<file path="src/rtl/cpu_pkg.sv">
// cpu_pkg: shared fetch-stage defaults and the buffered fetch-entry type.
package cpu_pkg;
    localparam logic [31:0] RESET_PC_DEF = 32'h0000_0000;
    localparam int DEPTH_DEF = 2;
    typedef struct packed {
        logic [31:0] instr;
        logic [31:0] pc;
    } fetch_entry_t;
endpackage

</file>
<file path="src/rtl/fetch_fifo.sv">
// fetch_fifo: power-of-two prefetch buffer with push, pop, flush, count and head outputs.
module fetch_fifo import cpu_pkg::*; #(
    parameter int DEPTH = DEPTH_DEF,
    localparam int AW = $clog2(DEPTH)
) (
    input  logic         clk_i,
    input  logic         rst_i,
    input  logic         push_i,
    input  fetch_entry_t entry_i,
    input  logic         pop_i,
    input  logic         flush_i,
    output logic [AW:0]  count_o,
    output fetch_entry_t head_o
);
    logic [AW-1:0] wr_q, rd_q;
    logic [AW:0]   cnt_q;
    fetch_entry_t  mem_q [DEPTH];

    always_ff @(posedge clk_i or negedge rst_i) begin
        if (!rst_i) begin
            wr_q  <= '0;
            rd_q  <= '0;
            cnt_q <= '0;
        end else if (flush_i) begin
            wr_q  <= '0;
            rd_q  <= '0;
            cnt_q <= '0;
        end else begin
            if (push_i) wr_q <= wr_q + AW'(1);
            if (pop_i) rd_q <= rd_q + AW'(1);
            cnt_q <= cnt_q + (AW+1)'(push_i) - (AW+1)'(pop_i);
        end
    end

    // Storage needs no reset: the count alone decides what is visible.
    always_ff @(posedge clk_i) begin
        if (push_i && !flush_i) mem_q[wr_q] <= entry_i;
    end

    assign count_o = cnt_q;
    assign head_o  = mem_q[rd_q];
endmodule

</file>
<file path="src/rtl/if_stage.sv">
// if_stage: instruction fetch with prefetch buffer and redirect flush.
// Optional stall counter output perf_stall_o when IF_STAGE_PERF_EN is defined.
module if_stage import cpu_pkg::*; #(
    parameter logic [31:0] RESET_PC = RESET_PC_DEF,
    parameter int          DEPTH    = DEPTH_DEF
) (
    input  logic        clk_i,
    input  logic        rst_i,
    input  logic        start_i,
    output logic        imem_req_o,
    output logic [31:0] imem_addr_o,
    input  logic [31:0] imem_instr_i,
    input  logic        redirect_i,
    input  logic [31:0] redirect_pc_i,
    output logic        valid_o,
    input  logic        ready_i,
    output logic [31:0] inst_o,
    output logic [31:0] pc_o,
`ifdef IF_STAGE_PERF_EN
    output logic [31:0] perf_stall_o,
`endif
    output logic [31:0] pc_plus4_o
);
    localparam int AW = $clog2(DEPTH);

    logic [31:0]  fetch_pc_q, fetch_pc_d, req_pc_q;
    logic         inflight_q, pop, push;
    logic [AW:0]  count;
    logic [AW+1:0] occ;
    fetch_entry_t head, wr_entry;

    // Reset gates the strobes so they drop without waiting for a clock.
    assign valid_o     = rst_i && !redirect_i && count != '0;
    assign pop         = valid_o && ready_i;
    assign occ         = {1'b0, count} + (AW+2)'(inflight_q) - (AW+2)'(pop);
    assign imem_req_o  = rst_i && start_i && !redirect_i && occ < (AW+2)'(DEPTH);
    assign imem_addr_o = fetch_pc_q;
    assign push        = inflight_q && !redirect_i;
    assign wr_entry    = '{instr: imem_instr_i, pc: req_pc_q};
    assign fetch_pc_d  = redirect_i ? (redirect_pc_i & ~32'd3) :
                         imem_req_o ? fetch_pc_q + 32'd4 : fetch_pc_q;

    always_ff @(posedge clk_i or negedge rst_i) begin
        if (!rst_i) begin
            fetch_pc_q <= RESET_PC & ~32'd3;
            req_pc_q   <= '0;
            inflight_q <= 1'b0;
        end else begin
            fetch_pc_q <= fetch_pc_d;
            req_pc_q   <= fetch_pc_q;
            inflight_q <= imem_req_o;
        end
    end

    fetch_fifo #(.DEPTH(DEPTH)) u_fifo (
        .clk_i   (clk_i),
        .rst_i   (rst_i),
        .push_i  (push),
        .entry_i (wr_entry),
        .pop_i   (pop),
        .flush_i (redirect_i),
        .count_o (count),
        .head_o  (head)
    );

    assign inst_o     = valid_o ? head.instr : '0;
    assign pc_o       = valid_o ? head.pc : '0;
    assign pc_plus4_o = pc_o + 32'd4;

`ifdef IF_STAGE_PERF_EN
    always_ff @(posedge clk_i or negedge rst_i) begin
        if (!rst_i) perf_stall_o <= '0;
        else if (valid_o && !ready_i && perf_stall_o != '1) perf_stall_o <= perf_stall_o + 32'd1;
    end
`endif
endmodule

</file>
<file path="config.mk">
export PLATFORM = sky130hd
export DESIGN_NAME = if_stage
export DESIGN_NICKNAME = d
export VERILOG_FILES = /design/src/rtl/cpu_pkg.sv /design/src/rtl/fetch_fifo.sv /design/src/rtl/if_stage.sv
export SDC_FILE = /design/constraint.sdc
export NUM_CORES = 1
export LEC_CHECK = 0
export BUFFER_PORTS_ARGS = -buffer_cell sky130_fd_sc_hd__buf_4
export CAP_MARGIN = 10
export CORE_UTILIZATION = 47
export CTS_BUF_LIST = sky130_fd_sc_hd__clkbuf_4
export DETAILED_ROUTE_END_ITERATION = 8
export PLACE_DENSITY = 0.8
export SYNTH_ARGS = -nofsm -noshare
export SYNTH_HDL_FRONTEND = slang
export SYNTH_SLANG_ARGS = --single-unit
</file>
<file path="constraint.sdc">
create_clock -name clk_i -period 4.7 [get_ports clk_i]
set_clock_uncertainty 0.1 [all_clocks]
set_input_delay 0.235 -clock clk_i [delete_from_list [all_inputs] [get_ports clk_i]]
set_output_delay 0.235 -clock clk_i [all_outputs]
set_load 0.01 [all_outputs]
</file>
# After elaboration in Yosys (flattened, before gate mapping)
# Memories as Yosys holds them, arrays and structs flattened.
# Cells that the tools add are included.
# op_classes
addsub,8
magnitude_cmp,1
muxes,11
n_reduce_logical,13
# op_table
operator,n
$mux W32,4
$add A32 B3 Y32 const B,2
$logic_and A1 B1 Y1,8
$reduce_bool A2 Y1,4
$mux W1,6
$add A2 B1 Y3,1
$lt A3 B2 Y1 const B,1
$sub A3 B1 Y3,1
$add A1 B1 Y1 const B,2
$add A2 B1 Y2,1
$mux W2,1
$sub A2 B1 Y2,1
$logic_not A1 Y1,1
# word_totals
ff_bits,69
ramBits,128
in_bits,69
out_inout_bits,130
n_memories,1
# mem_list
memory,words,word_bits,read_ports,rd_clocked_by_memory_dff,write_ports,line_no,text
u_fifo.mem_q,2,64,1,0,1,fetch_fifo.sv:17,fetch_entry_t mem_q [DEPTH];

# Longest topological paths before layout
# Gate-level depths: netlist of the first run.
# depth
ltp_word,9
depth_mapped,17

# Modules after synthesis
# A second synthesis of the first run with hierarchy kept.
# hier_totals
hier_cells,649
area_unflattened_um2,8824.7
# by_module_without_submodules
module,n_inst,cells_each,area_per_inst_um2,seq_area_each_um2
fetch_fifo,1,216,5031.1,3943.8
if_stage,1,433,3793.6,1526.5

# Least setup slack after synthesis of the first run
# OpenSTA, ideal clock, no wires.
# synth_path
kind,input -> register
start,input redirect_i
end,memory u_fifo.mem_q[0][10] (netlist name) (enable)
arrival_ns,3.363
t_required_ns,4.110
slack_ns,0.747
cell_stages,3
path_buffers,1
cell_sequence,clkbuf_1 nor2b_1 nor2b_1
# synth_via
elab_chain_len,5
# synth_rtl
item,line_no,text
start: declaration,if_stage.sv:13,"input logic redirect_i,"
$logic_not A1 Y1 *,"fetch_fifo.sv:37, if_stage.sv:38",
$logic_and A1 B1 Y1,if_stage.sv:38,assign push = inflight_q && !redirect_i;
$logic_and A1 B1 Y1 *,fetch_fifo.sv:37,if (push_i && !flush_i) mem_q[wr_q] <= entry_i;
$mux W1 *,fetch_fifo.sv:37,
$mux W1 (not written as such) *,fetch_fifo.sv:37,
end: declaration,fetch_fifo.sv:17,
# Mark *: on every way between the ends. The rest lies on a longest branch, timed or not.

# Final worst setup path of the first run
# layout_path
start,register u_fifo.cnt_q[1] (netlist: u_fifo.count_o[1])
end,output imem_req_o
# layout_via
elab_chain_len,6
# layout_rtl
item,line_no,text
start: declaration,fetch_fifo.sv:16,logic [AW:0] cnt_q;
start signal: assignment,fetch_fifo.sv:31,cnt_q <= cnt_q + (AW+1)'(push_i) - (AW+1)'(pop_i);
branches (longest 3 deep; another with $add A2 B1 Y3),n/a,
$sub A3 B1 Y3 *,if_stage.sv:35,"assign occ = {1'b0, count} + (AW+2)'(inflight_q) - (AW+2)'(pop);"
$lt A3 B2 Y1 *,if_stage.sv:36,assign imem_req_o = rst_i && start_i && !redirect_i && occ < (AW+2)'(DEPTH);
$logic_and A1 B1 Y1 *,if_stage.sv:36,
end: declaration,if_stage.sv:10,"output logic imem_req_o,"
# Mark *: on every way between the ends.

==> results of run 1 <==
path summary, 6_finish.rpt:
kind | from | endpoint | slack [ns] | depth (start not counted)
worst max-delay path | u_fifo.count_o[1] | imem_req_o | 0.29 | 13
worst min-delay path | imem_instr_i[7] | u_fifo.mem_q[0][39] | 0.29 | 2
worst max register to register | u_fifo.count_o[1] | imem_addr_o[14] | 0.48 | 15
worst min register to register | req_pc_q[5] | u_fifo.mem_q[1][5] | 0.34 | 0
max in group asynchronous | rst_i | u_fifo.rd_q | 3.58 | 3
min in group asynchronous | rst_i | imem_addr_o[18] | 0.31 | 3
sequential cells by signal (all words and copies together), names as in the netlist:
signal and cells:
imem_addr_o 30, inflight_q 1, req_pc_q 30, u_fifo.count_o 2, u_fifo.mem_q 124, u_fifo.rd_q 1, u_fifo.wr_q 1
cell families after synthesis:
group / count (synthesis) / share of synthesized area (%)
buf+inv: 53 / 3.43
mux: 62 / 7.35
other cells: 1 / 0.0439
flops: 189 / 62.6
fa+ha+maj: 6 / 0.966
compound gates: 74 / 6.13
simple gates: 254 / 16.0
xor+xnor: 34 / 3.48
what timing repair did:
item | 4_1_cts | 5_1_grt
hold buffers | 71 | 0
hold endpoints to repair | 163 | 0
pin swaps | 0 | 0
resized for setup | 1 | 1
setup endpoints to repair | 7 | 9
worst register-to-register path: stages (launching register included):
cell and delay, ns:
dfrtp_1 0.49, nor2_4 0.48, or2_2 0.22, inv_1 0.10
and2_1 0.20, ha_1 0.27, inv_1 0.07, nand2_1 0.07
fa_1 0.49, nand2_1 0.05, or3_1 0.35, buf_4 0.23
inv_2 0.30, nand2_1 0.19, o21ai_0 0.26, o311ai_0 0.20
metal layers:
metal | up-vias | wire length, um
li1 | 2971 | -
met3 | 37 | 1540
met5 | - | 0
met1 | 3037 | 8230
met2 | 298 | 9890
met4 | 0 | 427
cell usage in the layout, fill, tap and decap left out, drive strengths merged, types with 16 or more instances in the layout:
master       netlist  final
dlygate4sd3        0     71
nand3             31     31
xor2              26     26
inv               13     20
clkbuf            11     18
nor4              16     16
dfrtp             65     65
mux2i             56     56
nor2              74     74
o21ai             30     30
buf               29    199
nor3              18     18
edfxtp           124    124
nand2             53     53
report_power, final:
group / switching [mW] / internal, mW / leakage (nW) / total, mW
clock: 0.576 / 0.291 / 0.156 / 0.866
combinational: 0.150 / 0.166 / 2.35 / 0.316
sequential: 0.0787 / 1.86 / 1.92 / 1.94
cell type report:
type | count | share of cell area, %
clock buffer | 18 | 1.22
clock inverter | 14 | 1.36
inverter | 13 | 0.439
multi-input combinational | 436 | 26.4
sequential | 189 | 48.2
tap | 225 | 2.53
timing repair buffer | 270 | 19.8
metrics by stage:
step	utilization, %	power, mW
after detailed placement	57.6	2.23
after global routing	63.4	3.24
after global placement	57.6	2.22
after floorplan	-	2.07
after CTS	63.4	3.14
final	63.4	3.12
==> results.sh, run 1 <==
export IMPL_grt_pass1_wl_um=31600
export IMPL_final_cells=1165
export IMPL_hold_path_class="in -> reg"
export IMPL_cp_top_family="simple AND/OR/NAND/NOR gates"
export IMPL_fill_cells=1331
export IMPL_grt_busiest_layer="met2"
export IMPL_cp_max_fo=25
export IMPL_post_route_min_period_ns=4.41
export IMPL_syn_to_final_growth_pct=30.0
export IMPL_end_kind="output port"
export IMPL_wire_per_inst_um=17.2
export IMPL_status="finished, final reports clean"
export IMPL_yosysMostFrequentCell="edfxtp_1"
export IMPL_final_cell_area_mm2=0.0111
export IMPL_antenna_found_initial=0
export IMPL_setup_viol=0
export IMPL_firstDrtPassIters=6
export IMPL_peakVddDrop_v=0.000148
export IMPL_gp_congestion=0.822
export IMPL_tns_ns=0
export IMPL_post_cts_buffers=0
export IMPL_ios=199
export IMPL_synth_top_cells_by_count="edfxtp_1, nor2_1, dfrtp_1, mux2i_1, nand2_1"
export IMPL_synth_seq_cells=189
export IMPL_antenna_cells=0
export IMPL_finalHoldViolCount=0
export IMPL_cp_start_kind="flop"
export IMPL_totalWireLength_um=20100
export IMPL_cts_tree="yes"
export IMPL_dpl_instance_area_mm2=0.0101
export IMPL_viasPerCell=5.44
export IMPL_critPathMaxStageDelay_ns=0.49
export IMPL_power_density_mw_per_mm2=281
export IMPL_clk_pin_slew_ns=0.16
export IMPL_path_buf_inv=5
export IMPL_port_buffer_count=190
export IMPL_track_usage_pct=22.3
export IMPL_core_area_mm2=0.0175
export IMPL_grt_max_degree=66
export IMPL_initial_utilization_pct=48.7
export IMPL_grtUsageMet2_pct=37.1
export IMPL_hold_ws_ns=0.292
export IMPL_synth_edf_count=124
export IMPL_numCtsBuffers=17
export IMPL_num_rows=48
export IMPL_fin_crit_sh_pct=93.9
export IMPL_pre_cts_slack_ns=0.0114
export IMPL_worstMarginPinSlew_ns=1.09
export IMPL_die_area_mm2=0.0187
export IMPL_synth_top_area_share_pct=43.6
export IMPL_syn_area_per_cell_um2=12.7
export IMPL_die_h_um=137
export IMPL_use_met3_pct=4.81
export IMPL_final_seq_area_mm2=0.00535
export IMPL_ant_nets=0
export IMPL_postLayoutSetupSlackWorst_ns=0.287
export IMPL_rsz0062_at_grt="no"
export IMPL_yosysSeqAreaShare_pct=62.6
export IMPL_crit_slowest_cell="dfrtp_1"
export IMPL_fmax_mhz=227
export IMPL_dp_cells=1062
export IMPL_cp_cell_sequence="nor2_4 > or2_2 > inv_1 > and2_1 > ha_1 > inv_1 > nand2_1 > fa_1 > nand2_1 > or3_1 > buf_4 > inv_2 > buf_4"
export IMPL_cp_required_ns=4.37
export IMPL_cts_max_level=4
export IMPL_multiInputGateArea_mm2=0.00294
export IMPL_synth_area_mm2=0.00855
export IMPL_cts_path_max_buffers=2
export IMPL_syn_inst=673
export IMPL_nNetsFinal=1002
export IMPL_synth_ff_type="edfxtp_1"
export IMPL_slew_violations=0
export IMPL_yosys_warnings=0
export IMPL_grt_overflow_total=0
export IMPL_hpwl_um=13300
export IMPL_async_flop_share_pct=34.4
export IMPL_grt_pass1_vias=6246
export IMPL_worstSetupPathType="reg -> out"
export IMPL_drv_cap=0
export IMPL_root_buffer="clkbuf_4"
export IMPL_insertion_delay_ns=0.56
export IMPL_slew_headroom_pct=27.2
export IMPL_clock_sinks=189
export IMPL_drcViolationCount=0
export IMPL_die_w_um=137
export IMPL_ys_types=57
export IMPL_drt_iter0_markers=363
export IMPL_synthTopCellsByArea="edfxtp_1, dfrtp_1, mux2i_1, nor2_1, xor2_1"
export IMPL_grtUsageMet1_pct=28.7
export IMPL_synth_top_area_cell="edfxtp_1"
export IMPL_layout_drive_gt1_share_pct=28.2
export IMPL_p_leak_nw=4.42
export IMPL_vias=6343
export IMPL_worstPathArrival_ns=4.08
Note: power is estimated with default switching activity, not from simulation.
==> run 2: changes to the inputs <==
--- a/config.mk
+++ b/config.mk
@@ -10,6 +10,7 @@
 export CORE_UTILIZATION = 47
 export CTS_BUF_LIST = sky130_fd_sc_hd__clkbuf_4
 export DETAILED_ROUTE_END_ITERATION = 8
+export MAX_ROUTING_LAYER = met4
 export PLACE_DENSITY = 0.8
 export SYNTH_ARGS = -nofsm -noshare
 export SYNTH_HDL_FRONTEND = slang
==> run 2 against run 1 <==
Compared with the run above:
- sequential power about the same
- highest routed layer unchanged
- final cell count barely moved
- count of clock-buffer cells in the layout stayed put
- utilization about the same
==> results.sh, run 2 (same netlist as run 1, synthesis figures left out) <==
export IMPL_cts_max_level=4
export IMPL_numCtsBuffers=17
export IMPL_slew_violations=0
export IMPL_die_area_mm2=0.0187
export IMPL_vias=6305
export IMPL_cts_path_max_buffers=2
export IMPL_cp_top_family="simple AND/OR/NAND/NOR gates"
export IMPL_port_buffer_count=190
export IMPL_wire_per_inst_um=17.2
export IMPL_rr_worst_depth=15
export IMPL_worstSetupPathType="reg -> out"
export IMPL_insertion_delay_ns=0.56
export IMPL_clock_sinks=189
export IMPL_gp_congestion=0.834
export IMPL_path_buf_inv=5
export IMPL_finalHoldViolCount=0
export IMPL_p_sw_mw=0.809
export IMPL_track_usage_pct=23.0
export IMPL_totalWireLength_um=20100
export IMPL_regMostFlops="u_fifo.mem_q"
export IMPL_crit_slowest_cell="dfrtp_1"
export IMPL_tns_ns=0
export IMPL_antenna_found_initial=1
export IMPL_layout_drive_gt1_share_pct=28.2
export IMPL_cts_tree="yes"
export IMPL_largest_register_ffs=124
export IMPL_rsz0062_at_grt="no"
export IMPL_slew_headroom_pct=26.6
export IMPL_min_delay_start="start_i"
export IMPL_syn_to_final_growth_pct=30.1
export IMPL_critPathMaxStageDelay_ns=0.49
export IMPL_fmax_mhz=226
export IMPL_sw_frac_of_total_pct=25.9
export IMPL_cp_required_ns=4.37
export IMPL_viasPerCell=5.41
export IMPL_nNetsFinal=1002
export IMPL_cp_cell_sequence="nor2_4 > or2_2 > inv_1 > and2_1 > ha_1 > inv_1 > nand2_1 > fa_1 > nand2_1 > or3_1 > buf_4 > inv_2 > buf_4"
export IMPL_drv_cap=0
export IMPL_hold_path_end="imem_addr_o[31]"
export IMPL_hpwl_um=13300
export IMPL_post_route_min_period_ns=4.42
export IMPL_initial_utilization_pct=48.7
export IMPL_ios=199
export IMPL_die_h_um=137
export IMPL_drcViolationCount=0
export IMPL_peakVddDrop_v=0.000145
export IMPL_fin_crit_sh_pct=94.1
export IMPL_cp_max_fo=25
export IMPL_p_comb_share_pct=10.1
export IMPL_power_density_mw_per_mm2=281
export IMPL_worstMarginPinSlew_ns=1.10
export IMPL_grt_max_degree=66
export IMPL_total_power_mw=3.12
export IMPL_grt_pass1_wl_um=31600
export IMPL_p_seq_share_pct=62.0
export IMPL_firstDrtPassIters=5
export IMPL_setup_viol=0
export IMPL_core_area_mm2=0.0175
export IMPL_drt_iter0_markers=338
export IMPL_r2r_start="u_fifo.count_o[1]"
export IMPL_dp_cells=1062
export IMPL_final_common_cell="buf_4"
export IMPL_worstHoldPathCells=5
export IMPL_final_cells=1166
export IMPL_p_int_mw=2.31
export IMPL_root_buffer="clkbuf_4"
export IMPL_cp_start_kind="flop"
export IMPL_grt_pass1_vias=6245
export IMPL_ant_nets=0
export IMPL_die_w_um=137
export IMPL_clk_pin_slew_ns=0.16
export IMPL_mostFrequentLayoutCells="buf_4, edfxtp_1, nor2_1"
export IMPL_status="finished, final reports clean"
export IMPL_p_leak_nw=4.42
export IMPL_grt_overflow_total=0
export IMPL_r2r_end="imem_addr_o[29]"
export IMPL_end_kind="output port"
export IMPL_post_cts_buffers=0
export IMPL_hold_ws_ns=0.289
export IMPL_clkPwrFrac_pct=27.9
export IMPL_r2r_slack_ns=0.48
export IMPL_hold_path_class="in -> reg"
export IMPL_worstPathArrival_ns=4.09
export IMPL_num_rows=48
[run 2: layout make-up]
type / instances / area, um^2
fillers: 1331 / 6420
flip-flops and latches: 189 / 5350
multi-input cells: 436 / 2940
repair buffers: 270 / 2200
well taps: 225 / 282
clock inverters: 14 / 151
clock buffers: 18 / 135
inverters: 13 / 48.8
diodes: 1 / 2.50
[run 2: metal layers]
metal	global-route usage [%]	vias up	wire, um
met5	-	-	0
met4	7.88	0	427
met3	4.96	36	1550
met2	37.1	314	9900
met1	28.6	2993	8240
li1	-	2962	-
[run 2: repair_timing]
action | CTS | global route
resized for setup | 1 | 1
endpoints found under the setup margin | 7 | 9
endpoints found under the hold margin | 163 | 0
hold buffers | 71 | 0
cloned | 0 | 0
[run 2: worst min-delay path, cell delays in order]
cell and delay [ns]:
buf_4 0.11, nand2_1 0.04, or3_1 0.11, buf_4 0.27
o21ai_0 0.15
[run 2: metrics by stage]
step | util (%) | worst slack [ns] | instance area, um^2
4_1_cts | 63.4 | 0.226 | 11100
2_1_floorplan | - | 0.747 | 8560
3_3_place_gp | 57.6 | 0.136 | 10100
3_5_place_dp | 57.6 | 0.0114 | 10100
5_1_grt | 63.4 | 0.0708 | 11100
6_report | 63.4 | 0.280 | 11100
[run 2: worst max-delay path by stage]
stage / slack [ns] / depth (start not counted) / end / startpoint
6_report: 0.28 / 13 / imem_req_o / u_fifo.count_o[1]
5_1_grt: 0.07 / 13 / imem_req_o / u_fifo.count_o[1]
4_1_cts: 0.23 / 13 / imem_req_o / u_fifo.count_o[1]
3_5_place_dp: 0.01 / 15 / imem_addr_o[15] / u_fifo.count_o[1]
3_3_place_gp: 0.14 / 15 / imem_addr_o[23] / u_fifo.count_o[1]
2_1_floorplan: 0.75 / 3 / u_fifo.mem_q[0][10] / redirect_i
[run 2: power by group through the flow]
| stage | logic [mW] | clock network (mW) | registers, mW |
|---|---|---|---|
| after floorplan | 0.122 | 0 | 1.95 |
| after global placement | 0.259 | 0 | 1.96 |
| after detailed placement | 0.265 | 0 | 1.97 |
| after CTS | 0.314 | 0.895 | 1.93 |
| after global routing | 0.345 | 0.953 | 1.95 |
| final | 0.316 | 0.871 | 1.94 |
